## config.mk

```make
export PLATFORM = sky130hd
export DESIGN_NAME = sdram_port_arbiter
export DESIGN_NICKNAME = d
export VERILOG_FILES = /design/src/rtl/sdram_port_arbiter.sv
export SDC_FILE = /design/constraint.sdc
export NUM_CORES = 1
export LEC_CHECK = 0
export CORE_ASPECT_RATIO = 0.7
export CORE_MARGIN = 4
export CORE_UTILIZATION = 47
export CTS_BUF_LIST = sky130_fd_sc_hd__clkbuf_4
export DETAILED_ROUTE_END_ITERATION = 7
export GPL_TIMING_DRIVEN = 0
export PLACE_DENSITY = 0.89
export RECOVER_POWER = 100
export SKIP_CTS_REPAIR_TIMING = 1
export SLEW_MARGIN = 20
export SYNTH_ARGS = -nofsm -noshare
export SYNTH_HDL_FRONTEND = slang
export SYNTH_SLANG_ARGS = --single-unit
```

## constraint.sdc

```tcl
create_clock -name clk -period 4.32 [get_ports clk]
set_clock_uncertainty 0.05 [all_clocks]
set_input_delay 0.864 -clock clk [delete_from_list [all_inputs] [get_ports clk]]
set_output_delay 0.864 -clock clk [all_outputs]
set_load 0.05 [all_outputs]
```

## src/rtl/sdram_port_arbiter.sv

```systemverilog
// Two-port arbiter and command sequencer in front of the SDRAM controller.
// Outstanding reads are tagged in an in-order FIFO so returned data reaches its requester.
module sdram_port_arbiter #(
  parameter int ADDR_WIDTH  = 22,
  parameter int DATA_WIDTH  = 16,
  parameter int MAX_PENDING = 4
) (
  input  logic                            clk,
  input  logic                            reset_n,
  input  logic                            p0_req,
  input  logic                            p0_wr,
  input  logic [ADDR_WIDTH-1:0]           p0_addr,
  input  logic [DATA_WIDTH-1:0]           p0_wdata,
  input  logic [1:0]                      p0_be_n,
  output logic                            p0_ack,
  output logic [DATA_WIDTH-1:0]           p0_rdata,
  output logic                            p0_rvalid,
  input  logic                            p1_req,
  input  logic                            p1_wr,
  input  logic [ADDR_WIDTH-1:0]           p1_addr,
  input  logic [DATA_WIDTH-1:0]           p1_wdata,
  input  logic [1:0]                      p1_be_n,
  output logic                            p1_ack,
  output logic [DATA_WIDTH-1:0]           p1_rdata,
  output logic                            p1_rvalid,
  output logic [ADDR_WIDTH-1:0]           az_addr,
  output logic [1:0]                      az_be_n,
  output logic [DATA_WIDTH-1:0]           az_data,
  output logic                            az_cs,
  output logic                            az_rd_n,
  output logic                            az_wr_n,
  input  logic [DATA_WIDTH-1:0]           za_data,
  input  logic                            za_valid,
  input  logic                            za_waitrequest,
  output logic [$clog2(MAX_PENDING):0]    pending,
  output logic                            tag_underflow
);

  localparam int PTR_W = $clog2(MAX_PENDING);
  localparam int CNT_W = PTR_W + 1;

  typedef enum logic {IDLE, ISSUE} state_t;

  state_t           state, next_state;
  logic             grant, last_grant;
  logic             p0_elig, p1_elig, any_elig, winner, win_wr;
  logic             accept, push, pop, head_tag;
  logic [CNT_W-1:0] wr_ptr, rd_ptr;
  logic [MAX_PENDING-1:0] tag_mem;

  assign az_cs   = 1'b1;
  assign pending = wr_ptr - rd_ptr;

  // A full tag FIFO only blocks reads; writes never produce a return.
  assign p0_elig  = p0_req && (p0_wr || (pending < CNT_W'(MAX_PENDING)));
  assign p1_elig  = p1_req && (p1_wr || (pending < CNT_W'(MAX_PENDING)));
  assign any_elig = p0_elig || p1_elig;
  assign winner   = (p0_elig && p1_elig) ? ~last_grant : p1_elig;
  assign win_wr   = winner ? p1_wr : p0_wr;

  assign accept   = (state == ISSUE) && !za_waitrequest;
  assign push     = accept && !az_rd_n;
  assign pop      = za_valid && (pending != '0);
  assign head_tag = tag_mem[rd_ptr[PTR_W-1:0]];

  always_ff @(posedge clk or negedge reset_n) begin
    if (!reset_n) state <= IDLE;
    else          state <= next_state;
  end

  always_comb begin
    next_state = state;
    case (state)
      IDLE:    if (any_elig) next_state = ISSUE;
      ISSUE:   if (!za_waitrequest) next_state = IDLE;
      default: next_state = IDLE;
    endcase
  end

  always_comb begin
    p0_ack = 1'b0;
    p1_ack = 1'b0;
    if (accept) begin
      p0_ack = (grant == 1'b0);
      p1_ack = (grant == 1'b1);
    end
  end

  always_ff @(posedge clk or negedge reset_n) begin
    if (!reset_n) begin
      az_addr    <= '0;
      az_be_n    <= '0;
      az_data    <= '0;
      az_rd_n    <= 1'b1;
      az_wr_n    <= 1'b1;
      grant      <= 1'b0;
      last_grant <= 1'b1;
    end else if ((state == IDLE) && any_elig) begin
      grant   <= winner;
      az_addr <= winner ? p1_addr  : p0_addr;
      az_data <= winner ? p1_wdata : p0_wdata;
      az_be_n <= winner ? p1_be_n  : p0_be_n;
      az_rd_n <= win_wr;
      az_wr_n <= !win_wr;
    end else if (accept) begin
      az_rd_n    <= 1'b1;
      az_wr_n    <= 1'b1;
      last_grant <= grant;
    end
  end

  // Tag FIFO: pointers carry an extra MSB so full and empty differ.
  always_ff @(posedge clk or negedge reset_n) begin
    if (!reset_n) begin
      wr_ptr        <= '0;
      rd_ptr        <= '0;
      tag_mem       <= '0;
      tag_underflow <= 1'b0;
    end else begin
      if (push) begin
        tag_mem[wr_ptr[PTR_W-1:0]] <= grant;
        wr_ptr <= wr_ptr + 1'b1;
      end
      if (pop) rd_ptr <= rd_ptr + 1'b1;
      if (za_valid && (pending == '0)) tag_underflow <= 1'b1;
    end
  end

  always_ff @(posedge clk or negedge reset_n) begin
    if (!reset_n) begin
      p0_rdata  <= '0;
      p1_rdata  <= '0;
      p0_rvalid <= 1'b0;
      p1_rvalid <= 1'b0;
    end else begin
      p0_rvalid <= pop && !head_tag;
      p1_rvalid <= pop && head_tag;
      if (pop && !head_tag) p0_rdata <= za_data;
      if (pop && head_tag)  p1_rdata <= za_data;
    end
  end

endmodule

```

* Word level (Yosys, flattened, before mapping)
Index checks and enable logic that the tools add are counted.
** Cells by class
- Magnitude comparators :: 4
- Bitwise gates (word level) :: 4
- Reductions and logical operators :: 22
- Multiplexer cells :: 18
- Add/sub/neg operators :: 3
** Operators by type and width (count)
- $mux 22 :: 1
- $mux 16 :: 1
- $logic_and 1x1->1 :: 11
- $mux 1 :: 11
- $add 3x1->3 const B :: 2
- $lt 2x3->1 const B :: 2
- $bwmux 4 :: 1
- $logic_not 1->1 :: 4
- $not 1->1 :: 4
- $logic_not 3->1 :: 1
- $logic_or 1x1->1 :: 3
- $lt 3x3->1 const B :: 1
- $reduce_bool 3->1 :: 1
- $sub 3x3->3 :: 1
- $bmux 1 s2 :: 1
- $demux 1 s2 :: 1
- $ge 2x1->1 const B :: 1
- $mux 2 :: 1
- $pmux 1 s2 :: 1
- $reduce_and 2->1 :: 1
- $reduce_bool 2->1 :: 1
** Storage, ports and cells
- Input port bits :: 104
- Register bits after elaboration :: 90
- Output and inout bits :: 83
- Logic and storage cells :: 67

* Longest topological paths before layout
Gate-level depths: netlist of run 1.
- Depth after elaboration :: 9
- Depth in mapped cells :: 10
- Mapped depth without buffers :: 8

* Worst setup path after synthesis of run 1
Ideal clock, no wire load.
- Path type :: register to register
- Start point :: register wr_ptr[0]
- End point :: register p1_rdata[10]
- Cell stages (with the launch flop) :: 11
- Path slack :: 1491 ps
- Required time :: 4145 ps
- Data arrival time :: 2654 ps
- Cell sequence :: dfrtp_1 inv_1 ha_1 fa_1 xnor3_2 inv_2 o31ai_4 nand2b_1 buf_6 buf_12 mux2_4
** On the way
- Word-level cells in the longest chain between the ends :: 4
** RTL lines
- from (decl) :: RTL line 48 : logic [CNT_W-1:0] wr_ptr, rd_ptr;
- from (signal assigned) :: RTL line 122 : wr_ptr <= wr_ptr + 1'b1;
- $sub 3x3->3 :: RTL line 52 : assign pending = wr_ptr - rd_ptr;
- via pending[2] :: RTL line 35 : output logic [$clog2(MAX_PENDING):0] pending,
- $reduce_bool 3->1 :: RTL line 63 : assign pop = za_valid && (pending != '0);
- $logic_and 1x1->1 :: RTL line 63
- $logic_and 1x1->1 :: RTL line 139 : if (pop && head_tag) p1_rdata <= za_data;
- to (signal assigned) :: RTL line 139
- to (decl) :: RTL line 24 : output logic [DATA_WIDTH-1:0] p1_rdata,
The timed path passes the listed nets, and every way through them passes these cells.
A chain may end at the register's enable or synchronous reset.

* Worst setup path after layout of run 1
- Start point :: register wr_ptr[0]
- End point :: output port pending[2]
** On the way
- Word-level cells in the longest chain between the ends :: 1
** RTL lines (RTL line)
- $sub 3x3->3 :: 52
- to (decl) :: 35
Every way passes these cells.

==> results of run 1 <==
==> metal layers <==
| layer | track usage | up-vias | part of all wire |
|---|---|---|---|
| met3 | 0.08480 | 30 | 0.093 |
| met2 | 0.4359 | 208 | 0.47 |
| met5 | 0 | - | 0 |
| met1 | 0.3308 | 1888 | 0.41 |
| li1 | - | 1791 | - |
| met4 | 0.08848 | 0 | 0.024 |
==> worst max-delay path: cells and delay by family (launching register included) <==
family	cells	cell delay [ns]
buffers and inverters	3	1.18
adders and majority gates	2	0.61
xor gates and xnor gates	1	0.50
DFF	1	0.42
==> placed cells by master (no fill, tap or decap), types with 5 or more instances in the layout <==
master	Yosys	layout
dfrtp_1	87	87
clkbuf_4	0	9
clkdlybuf4s50_1	0	102
inv_1	10	11
nor2_1	4	5
nor3_1	40	40
dlygate4sd3_1	0	82
ha_1	6	6
clkbuf_1	24	29
mux2_2	28	26
nand2_1	6	6
mux2_1	0	10
a31oi_1	41	41
o21ai_0	43	44
nand3_1	41	41
==> cell families after synthesis <==
logic type | Yosys count
AOI/OAI and AO/OA | 99
xor gates and xnor gates | 5
adders and majority gates | 7
buffers and inverters | 43
DFF | 90
muxes | 38
other | 1
and+or+nand+nor | 96
==> where the power goes <==
part           internal, uW  switching, uW
combinational          1270           2590
sequential             1280            253
clock                   234            297
total                  2780           3140
==> final timing paths <==
path                       slack, ns  cells after the start      start      endpoint
hold / removal                  0.44                      1  wr_ptr[2]     wr_ptr[2]
setup / recovery                0.27                      6  wr_ptr[0]    pending[2]
hold reg to reg                 0.44                      1  wr_ptr[2]     wr_ptr[2]
min in group asynchronous       0.87                      1    reset_n  p0_rdata[10]
max in group asynchronous       1.19                      2    reset_n    az_addr[7]
setup reg to reg                0.50                     10  wr_ptr[0]  p1_rdata[15]
==> cell type report <==
class	instances	area [um2]	area share
Clock inverter	6	90.09	0.01439
Sequential cell	90	2256	0.3605
Timing Repair Buffer	186	1851	0.2957
Tap cell	120	150.1	0.02399
Multi-Input combinational cell	246	1660	0.2653
Buffer	32	142.6	0.02279
Clock buffer	9	67.56	0.01080
Inverter	11	41.29	0.006597
==> sequential cells by signal, indices dropped and copies added, names as in the netlist <==
name / count
az_addr: 22
az_data: 16
p0_rdata: 16
p1_rdata: 16
tag_mem: 4
rd_ptr: 3
wr_ptr: 3
az_be_n: 2
az_rd_n: 1
az_wr_n: 1
grant: 1
last_grant: 1
p0_rvalid: 1
p1_rvalid: 1
state: 1
tag_underflow: 1
==> per-stage QoR <==
| stage | instance area [um2] | utilization | total power [uW] |
|---|---|---|---|
| floorplan | 4170 | - | 4311 |
| global placement | 6172 | 0.7220 | 5573 |
| detailed placement | 6197 | 0.7250 | 5705 |
| CTS | 6355 | 0.7434 | 6236 |
| global route | 6259 | 0.7321 | 6265 |
| finish | 6259 | 0.7321 | 5926 |
==> flow_summary_export.csv, run 1 <==
group,metric,value,unit
routing,num_vias,3917,
routing,vias_per_cell,5.596,
final_layout,layout.nets,687,
final_layout,fillers,632,
synthesis,synth_area_leaders,"dfrtp_1, mux2_2, a31oi_1",
floorplan,fp.dieW,120.6,um
synthesis,yosysMostFrequentCell,"dfrtp_1",
sta,rsz0062_at_grt,"no",
synthesis,yosys.area_share.simple,0.1152,
global_route,grt_pass1_wl,21.45,mm
final_layout,diodes,0,
global_route,grt_usage,0.2634,
routing,first_iter_violations,249,
floorplan,rows,28,
routing,wl_per_cell,19.06,um
clock_network,clkSinkCount,90,
sta,holdWs,0.4383,ns
synthesis,post-synth-top-area-cell,"dfrtp_1",
setup_path,crit_type,"flop to output port",
power,p_leak,0.002471,uW
floorplan,start_util,0.4879,
sta,finalCriticalPeriod,4.047,ns
placement,numPlacedInstances,685,
routing,drc,0,
synthesis,seq_area_frac_synth,0.5410,
synthesis,synth_top_area_frac,0.5221,
power,p_per_area,946.8,mW/mm2
clock_network,clk_pin_slew,0.13,ns
sta,fmax,247.1,MHz
synthesis,yosys_warnings,0,
sta,relSlewSlack,-0.2981,
synthesis,synth_compound_area_frac,0.1443,
synthesis,synth_top_family_by_area,"compound AO/OA/AOI/OAI gates",
synthesis,yosysUniqueCellTypes,40,
synthesis,synthMuxAreaShare,0.1134,
setup_path,cpPeakStageDelay,0.85,ns
clock_network,clk_latency,0.43,ns
global_route,grt_pass1_vias,4160,
clock_network,cts_buffer_depth,2,
clock_network,cts_tree,"done",
final_layout,area_delta_synth_final,50.07,%
final_layout,drive_above_1_share,0.08966,
global_route,grt_antenna_before_repair,0,
synthesis,synthArstFlopShare,1.000,
placement,post-dp-hpwl,10.14,mm
power,vdd_ir_drop_max,0.4816,mV
routing,first_pass_iters,7,
floorplan,fp.dieH,86.81,um
setup_path,critical_path.most_common_cell,"inv_1",
synthesis,synth-seq-cells,90,
sta,worst_slack,0.2727,ns
status,failed_checks,"capacitance limit, slew limit",
setup_path,worstPathCellList,"inv_1, ha_1, fa_1, xnor3_1, inv_1, clkdlybuf4s50_1",
placement,place.gp.congestion,0.9039,
synthesis,synth_common_cells,"dfrtp_1, o21ai_0, a31oi_1, nand3_1, nor3_1",
placement,dp_slack,0.8511,ns
status,status,"finished with violations",
setup_path,start_kind,"flop",
sta,min_period_over_period,0.9369,
placement,port_buffers,185,
synthesis,synthFlopType,"dfrtp_1",
setup_path,cpMaxStageDelayCell,"clkdlybuf4s50_1",
floorplan,die_area,0.01047,mm2
hold_path,hp-class,"flop to flop",
global_route,grt.overflow.total,0,
sta,final-max-slew-violation-count,38,
synthesis,syn_avg_cell_area,11.00,um2
sta,finalHoldViolCount,0,
clock_network,h-tree-depth,3,
clock_network,cts_buffers,9,
floorplan,core_area,0.008548,mm2
clock_network,root_buffer,"clkbuf_4",
routing,wirelength,13.34,mm
sta,setup_violations,0,
run,drv_cap,1,
synthesis,synthAdderAreaFrac,0.02280,
synthesis,syn_nets,490,
final_layout,fin_cells,700,
sta,finalSetupTns,0,ns
synthesis,syn_area,0.004170,mm2
synthesis,synth_cells,379,
synthesis,yosys.area_share.xor_xnor,0.01410,
routing,ant_nets,0,
synthesis,synth-edff-count,0,
global_route,grt_max_degree,55,
setup_path,worst_setup_path_end_kind,"output port",
sta,tightest_slew,1.947,ns
setup_path,cp_max_fo,8,
setup_path,cp.arrival,3.13,ns
floorplan,pin_count,187,
setup_path,cp_data_required_time,3.41,ns
Power figures use the tool's default switching activity.
==> run 2, diff against run 1 <==
--- a/config.mk
+++ b/config.mk
@@ -13,6 +13,7 @@
 export GPL_TIMING_DRIVEN = 0
 export PLACE_DENSITY = 0.89
 export RECOVER_POWER = 100
+export SETUP_SLACK_MARGIN = 0.2
 export SKIP_CTS_REPAIR_TIMING = 1
 export SLEW_MARGIN = 20
 export SYNTH_ARGS = -nofsm -noshare
==> results of run 2 <==
No change in the layout: final DEF, timing and power equal those of run 1.
==> run 3, diff against run 2 <==
--- a/config.mk
+++ b/config.mk
@@ -13,9 +13,8 @@
 export GPL_TIMING_DRIVEN = 0
 export PLACE_DENSITY = 0.89
 export RECOVER_POWER = 100
-export SETUP_SLACK_MARGIN = 0.2
+export SETUP_SLACK_MARGIN = 0.15
 export SKIP_CTS_REPAIR_TIMING = 1
-export SLEW_MARGIN = 20
 export SYNTH_ARGS = -nofsm -noshare
 export SYNTH_HDL_FRONTEND = slang
 export SYNTH_SLANG_ARGS = --single-unit
==> results of run 3 <==
No change in the layout: final DEF, timing and power equal those of run 1.
